File: config.mk
export PLATFORM = sky130hd
export DESIGN_NAME = if_id_hazard_stage
export DESIGN_NICKNAME = d
export VERILOG_FILES = /design/src/rtl/if_id_hazard_stage.sv
export SDC_FILE = /design/constraint.sdc
export NUM_CORES = 1
export LEC_CHECK = 0
export CAP_MARGIN = 25
export CORE_AREA = 10 10 91 93
export CTS_CLUSTER_DIAMETER = 30
export DETAILED_ROUTE_END_ITERATION = 8
export DIE_AREA = 0 0 101 103
export PLACE_DENSITY = 0.83
export SLEW_MARGIN = 20
export SYNTH_ARGS = -nofsm -noshare
export SYNTH_HDL_FRONTEND = slang
export SYNTH_SLANG_ARGS = --single-unit
File: constraint.sdc
create_clock -name clk_i -period 2.75 [get_ports clk_i]
set_clock_uncertainty 0.05 [all_clocks]
set_input_delay 0.4125 -clock clk_i [delete_from_list [all_inputs] [get_ports clk_i]]
set_output_delay 0.4125 -clock clk_i [all_outputs]
set_load 0.03 [all_outputs]
File: src/rtl/if_id_hazard_stage.sv
// IF/ID pipeline register for the 16-bit core with load-use stall detection,
// taken-branch squash control and saturating stall/flush event counters.
module if_id_hazard_stage #(
  parameter logic [15:0] NOP_INSTR = 16'h0000,
  parameter int unsigned CNT_W     = 16
) (
  input  logic             clk_i,
  input  logic             rst_n,
  input  logic [15:0]      PC_i,
  input  logic [15:0]      instr_i,
  input  logic             branch_taken_i,
  input  logic             EX_MemRead_i,
  input  logic [2:0]       EX_RT_reg_i,
  output logic [15:0]      PC_o,
  output logic [15:0]      instr_o,
  output logic             valid_o,
  output logic [2:0]       RS_reg_o,
  output logic [2:0]       RT_reg_o,
  output logic [2:0]       RD_reg_o,
  output logic             pc_write_o,
  output logic             Data_ID_EX_Flush,
  output logic             Branch_ID_EX_Flush,
  output logic [CNT_W-1:0] stall_cnt_o,
  output logic [CNT_W-1:0] flush_cnt_o
);

  typedef enum logic [1:0] {RESET_BUBBLE, RUN, STALLED} state_t;

  state_t      state_reg, state_next;
  logic [15:0] pc_reg, pc_next;
  logic [15:0] instr_reg, instr_next;
  logic        valid_reg, valid_next;
  logic        hz, squash, stall;
  logic        cnt_inc [2];

  assign PC_o     = pc_reg;
  assign instr_o  = instr_reg;
  assign valid_o  = valid_reg;
  assign RS_reg_o = instr_reg[12:10];
  assign RT_reg_o = instr_reg[9:7];
  assign RD_reg_o = instr_reg[6:4];

  // r0 is hard-wired zero, so a load targeting it never creates a dependency
  assign hz = valid_reg & EX_MemRead_i & (EX_RT_reg_i != 3'd0) &
              ((EX_RT_reg_i == instr_reg[12:10]) | (EX_RT_reg_i == instr_reg[9:7]));

  assign squash = branch_taken_i;
  assign stall  = hz & ~squash;

  always_comb begin
    state_next         = state_reg;
    pc_next            = pc_reg;
    instr_next         = instr_reg;
    valid_next         = valid_reg;
    pc_write_o         = 1'b1;
    Data_ID_EX_Flush   = 1'b0;
    Branch_ID_EX_Flush = branch_taken_i;

    case (state_reg)
      RESET_BUBBLE: state_next = RUN;
      RUN, STALLED: state_next = stall ? STALLED : RUN;
      default:      state_next = RUN;
    endcase

    if (squash) begin
      pc_next    = PC_i;
      instr_next = NOP_INSTR;
      valid_next = 1'b0;
    end else if (stall) begin
      pc_write_o       = 1'b0;
      Data_ID_EX_Flush = 1'b1;
    end else begin
      pc_next    = PC_i;
      instr_next = instr_i;
      valid_next = 1'b1;
    end
  end

  always_ff @(posedge clk_i or negedge rst_n) begin
    if (!rst_n) begin
      state_reg <= RESET_BUBBLE;
      pc_reg    <= 16'h0000;
      instr_reg <= NOP_INSTR;
      valid_reg <= 1'b0;
    end else begin
      state_reg <= state_next;
      pc_reg    <= pc_next;
      instr_reg <= instr_next;
      valid_reg <= valid_next;
    end
  end

  assign cnt_inc[0] = stall;
  assign cnt_inc[1] = squash;

  // Counter 0 tracks load-use stall cycles, counter 1 tracks branch squashes
  for (genvar gi = 0; gi < 2; gi++) begin : g_cnt
    logic [CNT_W-1:0] cnt_reg;

    always_ff @(posedge clk_i or negedge rst_n) begin
      if (!rst_n) begin
        cnt_reg <= '0;
      end else if (cnt_inc[gi] && (cnt_reg != {CNT_W{1'b1}})) begin
        cnt_reg <= cnt_reg + {{(CNT_W-1){1'b0}}, 1'b1};
      end
    end

    if (gi == 0) begin : g_stall
      assign stall_cnt_o = cnt_reg;
    end else begin : g_flush
      assign flush_cnt_o = cnt_reg;
    end
  end

endmodule

==> impl_metrics.yaml <==
synth:
  ys_seq_elements: 65
  synthDistinctLibCells: 37
  synth_top_family_by_area: "simple AND/OR/NAND/NOR gates"
  synth-simple-area-share_pct: 25.2
  synth_top_area_share_pct: 54.1
  synthCells: 298
  syn_nets: 339
  yosys.area.top_type: "dfrtp_1"
  avgSynthCellArea_um2: 10.1
  synthFlopType: "dfrtp_1"
  synthMuxAreaShare_pct: 0.750
  synth-xor-area-share_pct: 10.2
  ys_seq_area_share_pct: 54.1
  async_flop_share_pct: 100
  ys_top_cells_by_area: "dfrtp_1, nand2_1, xor2_1"
  synth_compound_area_share_pct: 4.37
  synth_edf_count: 0
  syn_area_um2: 3000
  ys_warn_count: 0
  synth_adder_area_share_pct: 0.833
drt:
  postRouteWirelength_um: 7950
  via_per_inst: 4.92
  ant_nets: 0
  drt_iter0_drc: 44
  dr.pass1.iters: 4
  num_vias: 2430
  wl_per_cell_um: 16.1
  drc_errors: 0
die:
  start_util_pct: 45.7
  io_pins: 116
  dieArea_um2: 10400
  core_um2: 6570
  die_width_um: 101
  rows: 30
  fp.dieH_um: 103
placement:
  port_buffers: 115
  place.gp.congestion: 0.814
  place.detailed.hpwl_um: 6090
  post-place-ws_ns: 0.0865
grt:
  grt_util_met2_pct: 25.9
  grt_usage_pct: 15.4
  use_met3_pct: 6.77
  grt_use_met1_pct: 17.6
  antenna_found_initial: 0
  grt_busiest_layer: "met2"
  grt_max_degree: 50
  grt_pass1_wl_um: 12700
  globalRouteOverflowTotal: 0
  grt_pass1_vias: 2483
finish:
  n_antenna_cell: 0
  area_growth_pct: 45.1
  regArea_um2: 1630
  layout-drive-gt1-share_pct: 8.45
  fillers: 526
  multi_input_area_um2: 1240
  nets: 451
clock_network:
  post_cts_buffers: 0
  hold_buffers: 0
  clockRootBuffer: "clkbuf_8"
  cts_tree: "done"
  cts_sinks: 65
  htreeDepth: 3
  clk_latency_ns: 0.32
  cts_buffer_depth: 2
  cts_resized: 0
  path_clk_slew_ns: 0.07
  cts_buffers: 9
sta:
  tightest_slew_ns: 0.759
  hold_viol_final: 0
  fmax_ghz: 0.376
  worst_slack_ns: 0.0910
  slew_violations: 0
  finalSetupViolations: 0
  rsz0062_at_grt: "false"
  min_period_over_period_pct: 96.7
  min_period_ns: 2.66
  tns_ns: 0
  slew_headroom_pct: 49.4
setup_path:
  max_stage_delay_ns: 0.67
  required_ns: 2.29
  end_kind: "output port"
  worstPathArrival_ns: 2.20
  critPathTopFamily: "buffers and inverters"
  path_class: "input port to output port"
  worstPathCellList: "clkdlybuf4s50_1 -> xor2_1 -> nor3_2 -> o21a_2 -> inv_2 -> clkdlybuf4s50_1"
  path_max_fanout: 3
  crit_top_cell: "clkdlybuf4s50_1"
  crit_slowest_cell: "clkdlybuf4s50_1"
  startpoint_type: "input port"
  cp.buffers_inverters: 3
power:
  power_leakage_nw: 2.01
  peakVddDrop_v: 0.000576
  power.density_nw_per_um2: 619
run:
  drv_cap: 0
run_status:
  status: "finished clean"
min_path:
  hold_class: "input port to asynchronous set/reset pin"
-- state kept, by name (all words and copies together), names as in the netlist --
register,count
flush_cnt_o,16
stall_cnt_o,16
valid_o,1
instr_o,16
PC_o,16
-- final timing paths --
| check | startpoint | depth (start not counted) | endpoint | slack, ns |
|---|---|---|---|---|
| max in group asynchronous | rst_n | 2 | instr_o[13] | 1.80 |
| min in group clk_i | PC_o[3] | 2 | PC_o[3] | 0.42 |
| setup / recovery | EX_RT_reg_i[0] | 6 | pc_write_o | 0.09 |
| hold reg to reg | PC_o[3] | 2 | PC_o[3] | 0.42 |
| hold / removal | rst_n | 1 | PC_o[7] | 0.11 |
| setup reg to reg | instr_o[11] | 7 | stall_cnt_o[12] | 0.78 |
-- placed cells by master, fill, tap and decap left out --
master,netlist,layout
and2_1,1,1
and3_1,2,2
and4_1,1,1
and4_2,1,1
buf_2,2,1
buf_4,11,6
bufinv_16,0,1
clkbuf_1,5,1
clkbuf_8,0,11
clkdlybuf4s50_1,0,113
clkinv_1,1,1
clkinv_2,0,2
dfrtp_1,65,65
ha_1,2,2
inv_1,1,1
inv_2,1,1
mux2_2,2,2
nand2_1,92,92
nand3_1,11,11
nand4_1,9,9
nand4_4,1,1
nor2_1,7,7
nor2_2,1,1
nor2_8,1,1
nor2b_1,1,1
nor3_1,15,15
nor3_2,1,1
nor3b_1,1,1
nor4_1,1,1
nor4_4,3,3
nor4b_1,1,1
o211ai_1,1,1
o21a_1,1,1
o21a_2,1,1
o21ai_0,16,16
o41ai_4,1,1
or2_2,1,1
or3_1,1,1
xnor2_1,8,8
xor2_1,27,27
-- cell type report --
cell class / count / area share (%)
Sequential cell: 65 / 37.3
Multi-Input combinational cell: 211 / 28.5
Timing Repair Buffer: 120 / 27.1
Clock buffer: 12 / 3.56
Tap cell: 80 / 2.30
Clock inverter: 3 / 0.919
Inverter: 3 / 0.258
-- where the power goes --
part	switching, mW	internal (mW)	total (mW)
Combinational	0.405	0.316	0.721
Sequential	0.109	1.05	1.16
Clock	0.352	0.461	0.813
Total	0.866	1.83	2.70
-- metrics by stage --
stage	total power [mW]	hold WS [ns]	cells	area (um^2)	util, %
finish	2.70	0.105	494	4360	66.3
global route	2.82	0.149	494	4360	66.3
CTS	2.73	0.122	494	4360	66.3
detailed placement	1.91	0.405	479	4160	63.4
global placement	1.89	0.399	479	4160	63.4
floorplan	1.56	0.0669	298	3000	-
-- logic make-up (layout without fill, tap and decap cells) --
kind of cell	Yosys count	after routing
and+or+nand+nor	152	152
DFF	65	65
xor gates and xnor gates	35	35
buffers and inverters	22	138
AOI/OAI and AO/OA	20	20
adders and majority gates	2	2
muxes	2	2
-- synth_stat cells, types with 2 or more instances --
master and count:
nor3_1 15, mux2_2 2, xnor2_1 8, o21ai_0 16, nand2_1 92, nand4_1 9, nor2_1 7, dfrtp_1 65
xor2_1 27, buf_2 2, clkbuf_1 5, nand3_1 11, and3_1 2, nor4_4 3, buf_4 11, ha_1 2
-- metal layers --
layer / wire length (um) / part of all wire (%) / vias up
li1: - / - / 1199
met1: 3160 / 40 / 1140
met2: 3970 / 50 / 85
met3: 744 / 9.4 / 6
met4: 84 / 1.1 / 0
met5: 0 / 0 / -
-- worst register-to-register path: stages (launching register included) --
cell	delay, ns
dfrtp_1	0.42
xor2_1	0.16
nor3_1	0.20
o21a_2	0.17
inv_2	0.06
buf_4	0.25
nor4b_1	0.42
xor2_1	0.18
No activity file was read; power rests on OpenSTA's default activity.
